$ cat src/rtl/hazard_stall_unit.sv
// Stall/flush/freeze controller for the 5-stage MIPS pipeline: load-use and
// branch-in-ID interlocks, multi-cycle data-memory freeze with a timeout watchdog.
module hazard_stall_unit #(
  parameter int unsigned MEM_TIMEOUT = 15
) (
  input  logic        clk,
  input  logic        reset,
  input  logic [4:0]  IF_ID_RegisterRs,
  input  logic [4:0]  IF_ID_RegisterRt,
  input  logic        IF_ID_UsesRt,
  input  logic        IF_ID_Branch,
  input  logic        Branch_Taken,
  input  logic        ID_EX_MemRead,
  input  logic        ID_EX_RegWrite,
  input  logic [4:0]  ID_EX_RegisterRd,
  input  logic        EX_MEM_MemRead,
  input  logic        EX_MEM_MemWrite,
  input  logic [4:0]  EX_MEM_RegisterRd,
  input  logic        Mem_Ready,
  output logic        PCWrite,
  output logic        IF_ID_Write,
  output logic        ID_EX_Bubble,
  output logic        IF_ID_Flush,
  output logic        Pipe_Freeze,
  output logic        Mem_Timeout,
  output logic [15:0] Stall_Cycles
);

  localparam logic [7:0] TMO = MEM_TIMEOUT[7:0];

  typedef enum logic {RUN, WAIT} state_t;

  state_t      state_q, state_d;
  logic [7:0]  wait_cnt_q, wait_cnt_d;
  logic        timeout_q, timeout_d;
  logic [15:0] stall_cnt_q, stall_cnt_d;

  logic mem_acc, freeze, lu, bs, ex_rs, ex_rt, mem_rs, mem_rt;

  assign mem_acc = EX_MEM_MemRead | EX_MEM_MemWrite;
  // In RUN wait_cnt is 0, so this also covers the first cycle of an access.
  assign freeze  = mem_acc & ~Mem_Ready & (wait_cnt_q != TMO);

  assign ex_rs  = (ID_EX_RegisterRd != 5'd0) & (ID_EX_RegisterRd == IF_ID_RegisterRs);
  assign ex_rt  = (ID_EX_RegisterRd != 5'd0) & (ID_EX_RegisterRd == IF_ID_RegisterRt);
  assign mem_rs = (EX_MEM_RegisterRd != 5'd0) & (EX_MEM_RegisterRd == IF_ID_RegisterRs);
  assign mem_rt = (EX_MEM_RegisterRd != 5'd0) & (EX_MEM_RegisterRd == IF_ID_RegisterRt);

  assign lu = ID_EX_MemRead & (ex_rs | (IF_ID_UsesRt & ex_rt));
  // Branches compare in ID, so both operands must be final; beq/bne always read rt.
  assign bs = IF_ID_Branch & ((ID_EX_RegWrite & (ex_rs | ex_rt)) |
                              (EX_MEM_MemRead & (mem_rs | mem_rt)));

  always_comb begin
    PCWrite      = 1'b1;
    IF_ID_Write  = 1'b1;
    ID_EX_Bubble = 1'b0;
    IF_ID_Flush  = 1'b0;
    Pipe_Freeze  = 1'b0;
    if (reset) begin
      PCWrite      = 1'b0;
      IF_ID_Write  = 1'b0;
      ID_EX_Bubble = 1'b1;
      IF_ID_Flush  = 1'b1;
    end else if (freeze) begin
      PCWrite     = 1'b0;
      IF_ID_Write = 1'b0;
      Pipe_Freeze = 1'b1;
    end else if (lu | bs) begin
      PCWrite      = 1'b0;
      IF_ID_Write  = 1'b0;
      ID_EX_Bubble = 1'b1;
    end else if (IF_ID_Branch & Branch_Taken) begin
      IF_ID_Flush = 1'b1;
    end
  end

  always_comb begin
    state_d     = state_q;
    wait_cnt_d  = wait_cnt_q;
    timeout_d   = timeout_q;
    stall_cnt_d = stall_cnt_q;
    case (state_q)
      RUN: begin
        wait_cnt_d = 8'd0;
        if (freeze) begin
          state_d    = WAIT;
          wait_cnt_d = 8'd1;
        end
      end
      WAIT: begin
        if (freeze) begin
          wait_cnt_d = wait_cnt_q + 8'd1;
        end else begin
          state_d    = RUN;
          wait_cnt_d = 8'd0;
          // Leaving with the access still pending means the watchdog expired.
          if (mem_acc & ~Mem_Ready) timeout_d = 1'b1;
        end
      end
      default: begin
        state_d    = RUN;
        wait_cnt_d = 8'd0;
      end
    endcase
    if (!PCWrite && stall_cnt_q != 16'hFFFF) stall_cnt_d = stall_cnt_q + 16'd1;
  end

  always_ff @(posedge clk) begin
    if (reset) begin
      state_q     <= RUN;
      wait_cnt_q  <= 8'd0;
      timeout_q   <= 1'b0;
      stall_cnt_q <= 16'd0;
    end else begin
      state_q     <= state_d;
      wait_cnt_q  <= wait_cnt_d;
      timeout_q   <= timeout_d;
      stall_cnt_q <= stall_cnt_d;
    end
  end

  assign Mem_Timeout  = timeout_q;
  assign Stall_Cycles = stall_cnt_q;

endmodule

$ cat config.mk
export PLATFORM = sky130hd
export DESIGN_NAME = hazard_stall_unit
export DESIGN_NICKNAME = d
export VERILOG_FILES = /design/src/rtl/hazard_stall_unit.sv
export SDC_FILE = /design/constraint.sdc
export NUM_CORES = 1
export LEC_CHECK = 0
export CAP_MARGIN = 40
export CORE_MARGIN = 2
export CORE_UTILIZATION = 40
export CTS_BUF_LIST = sky130_fd_sc_hd__clkbuf_8
export DETAILED_ROUTE_END_ITERATION = 12
export GPL_ROUTABILITY_DRIVEN = 0
export GPL_TIMING_DRIVEN = 0
export PLACE_DENSITY = 0.77
export SYNTH_ARGS = -nofsm -noshare
export SYNTH_HDL_FRONTEND = slang
export SYNTH_SLANG_ARGS = --single-unit
$ cat constraint.sdc
create_clock -name clk -period 4.45 [get_ports clk]
set_input_delay 0.89 -clock clk [delete_from_list [all_inputs] [get_ports clk]]
set_output_delay 0.89 -clock clk [all_outputs]
set_load 0.005 [all_outputs]
==> run metrics <==
routed via count 1585; WL per Instance between 10 and 15 microns; Critical Path Fanout Max 10; antenna violations before repair 0; Tightest Hold Check Type reg2reg; ratio of cells with drive above 1 in the final layout 0.0844; CTS HTree Levels 1; cts hold-fix bufs 0; Post-Syn Instances 182; CTS tree built; Synth Area in Adders 0.0157; Top delay family on crit path buffers and inverters; critical path depth in cells 8; pins over their slew limit 0; synthesized cell area 0.00159 sq mm; crit-path cells clkdlybuf4s50_1, or4_1, o211ai_2, o221a_4, buf_6, buf_6, a31o_2, clkdlybuf4s50_1; Final Cycle Share 0.970; Synth Area in Simple Gates 0.280; switching power 0.119 mW; Yosys Warn Count 0; CP arrival 3.43 ns; # fillers 371; launch point of the worst reg-to-reg path Stall_Cycles[3]; setup total negative slack 0 ns; Initial Utilization 0.425; Syn Area/Cell 8.75 sq um; Clock Latency Late Sink 0.27 ns; Initial DRC Count 133; core area 0.00374 sq mm; root buffer cell clkbuf_8; Max transition margin 0.674; critical path class in2out; Compound-Gate Fraction of Synth Area 0.182; ant diodes 0; Final #Nets 270; Synth Net Count 214; multiplexer share of the synthesized area 0.0165; first-pass GRT wire length 6820 microns; CP bufs+invs 4; Worst Setup End Kind output pin; Final setup viols 0; Switching Share 0.245; EDFF count, synth 0; r2r endpoint Stall_Cycles[1]; Req. time, crit path 3.56 ns; Port Buffers 51; Die Height approximately 67 microns; total grt overflow 0; total wire length 4090 microns; post-synthesis sequential area ratio 0.327; die area 0.00450 sq mm; worst hold path stage count 2; Peak Freq about 230 MHz; Netlist cell types 42; Startpoint Class input port; final design utilization 0.594; combinational share of power 0.198; Top FF cell, synth dfxtp_1; Hold Path Origin Stall_Cycles[5]; # clock sinks 26; vias in the first global route 1508; Die Wd 67.1 microns; RSZ-0062 raised after global routing false; largest net degree at the start of global routing 15; I/O pin count between 50 and 60; DR pass1 iterations 4; worst-case vdd ir drop 0.185 mV; outcome complete, no violations; Clock transition at path regs 0.09 ns; Final Critical Period ~4.3 ns; final hold vios 0; Power Density 219 mW/mm^2; Post-synth ARST share 0; Clk pwr share 0.310; internal power between 0.3 and 0.4 mW; crit path max-delay cell type or4_1; largest family of logic cells by synthesized area simple AND/OR/NAND/NOR gates; Worst-Margin Slew 0.489 ns; FF+latch count, synth 26; MaxCap Viol Count 0; FF-to-FF setup slack ~2.3 ns; maximum root-to-sink buffer count 2; CTS Buf Count 3; DR vias/cell approximately 5.6; Final Power between 0.4 and 0.5 mW; Clock Skews 0.00805 ns; hpwl dp 3200 microns; Cell Rows 22; post-route ant nets 0; xor and xnor area share after synthesis 0.143; CP max stage delay approximately 0.57 ns; Pleak 0.749 nW; Flop pwr share 0.492; DRC viols 0; area delta synth->final 39.5%; Reg2Reg Depth 8; hold endpoint Stall_Cycles[5]; Global Route Usage Sum 0.196
-- layout by cell type (no fill, tap or decap), types with 6 or more instances in the layout --
master	count
a21oi_1	13
o31ai_1	9
nand3_1	13
dfxtp_1	26
clkdlybuf4s50_1	51
or4_1	11
and3_1	6
nand2_1	6
xor2_1	23
nor3_1	6
nor2_1	23
-- through the flow --
stage	hold slack [ns]	setup slack [ns]	instances	area (sq um)
detailed placement	0.479	0.103	281	2160
finish	0.500	0.135	285	2220
floorplan	0.445	1.28	182	1590
global placement	0.472	0.126	281	2160
CTS	0.500	0.105	285	2220
global route	0.532	0.0573	285	2220
-- sequential cells by signal (all words and copies together) (netlist names) --
signal / cells
Stall_Cycles: 16
wait_cnt_q: 8
state_q: 1
Mem_Timeout: 1
-- repair_timing --
| item | in CTS | in global routing |
|---|---|---|
| setup endpoints to repair | 0 | 1 |
| gates resized for setup | 0 | 1 |
| setup buffers | 0 | 0 |
-- cells by family after synthesis --
logic type	count (synthesis)
multiplexers	2
adder cells (fa/ha/maj)	2
XOR/XNOR	26
buffers and inverters	8
flip-flops	26
AO/OA/AOI/OAI	41
AND/OR/NAND/NOR	77
-- metal layers --
metal,part of all wire,vias up,GRT usage
met5,0,-,0
met4,0.011,0,0.0383
met3,0.042,7,0.0389
met2,0.49,40,0.335
met1,0.46,743,0.254
li1,-,795,-
-- power by group through the flow --
stage | Combinational [mW] | Clock, mW | Sequential, mW
after CTS | 0.0960 | 0.156 | 0.239
after global routing | 0.104 | 0.165 | 0.239
after floorplan | 0.0425 | 0 | 0.243
final | 0.0960 | 0.151 | 0.239
after detailed placement | 0.0953 | 0 | 0.244
after global placement | 0.0934 | 0 | 0.244
-- worst reg2reg max path, stage by stage, from the launching register on --
cell and delay (ns):
dfxtp_1 0.43, and3_1 0.25, and3_1 0.23, nand3_1 0.14, nor4_2 0.39, buf_4 0.26, buf_4 0.20, nand3b_1 0.12
a21oi_1 0.06
-- worst max path at each step --
stage	from	endpoint
6_report	EX_MEM_RegisterRd[1]	IF_ID_Flush
5_1_grt	IF_ID_Branch	IF_ID_Flush
4_1_cts	ID_EX_RegisterRd[1]	IF_ID_Flush
3_5_place_dp	ID_EX_RegisterRd[1]	IF_ID_Flush
3_3_place_gp	ID_EX_RegisterRd[1]	IF_ID_Flush
2_1_floorplan	EX_MEM_RegisterRd[1]	IF_ID_Flush
-- synthesized netlist by cell type, types with 2 or more instances --
cell type,count,share of area
and3_1,6,0.024
nor2b_1,2,0.0079
nand2_1,6,0.014
clkbuf_1,2,0.0047
buf_4,3,0.014
nor3_1,6,0.019
a21oi_1,13,0.041
nor4_2,2,0.016
ha_1,2,0.016
xor2_1,23,0.13
a21o_1,2,0.0094
o21ai_1,2,0.0063
buf_6,2,0.014
or3_1,2,0.0079
a41oi_1,2,0.011
xnor2_1,3,0.016
nor2_1,23,0.054
a22oi_1,2,0.0094
o31ai_1,9,0.042
nand3_1,13,0.041
or4_1,11,0.052
dfxtp_1,26,0.33
-- area by class of cell --
class	count	area [sq um]	area share
clock buffers	4	55.1	0.0248
flip-flops and latches	26	520	0.234
plain buffers	7	52.6	0.0236
multi-input cells	148	1020	0.459
repair buffers	51	510	0.230
inverters	1	3.75	0.00169
well taps	48	60.1	0.0270
Note: power is estimated with default switching activity, not from simulation.
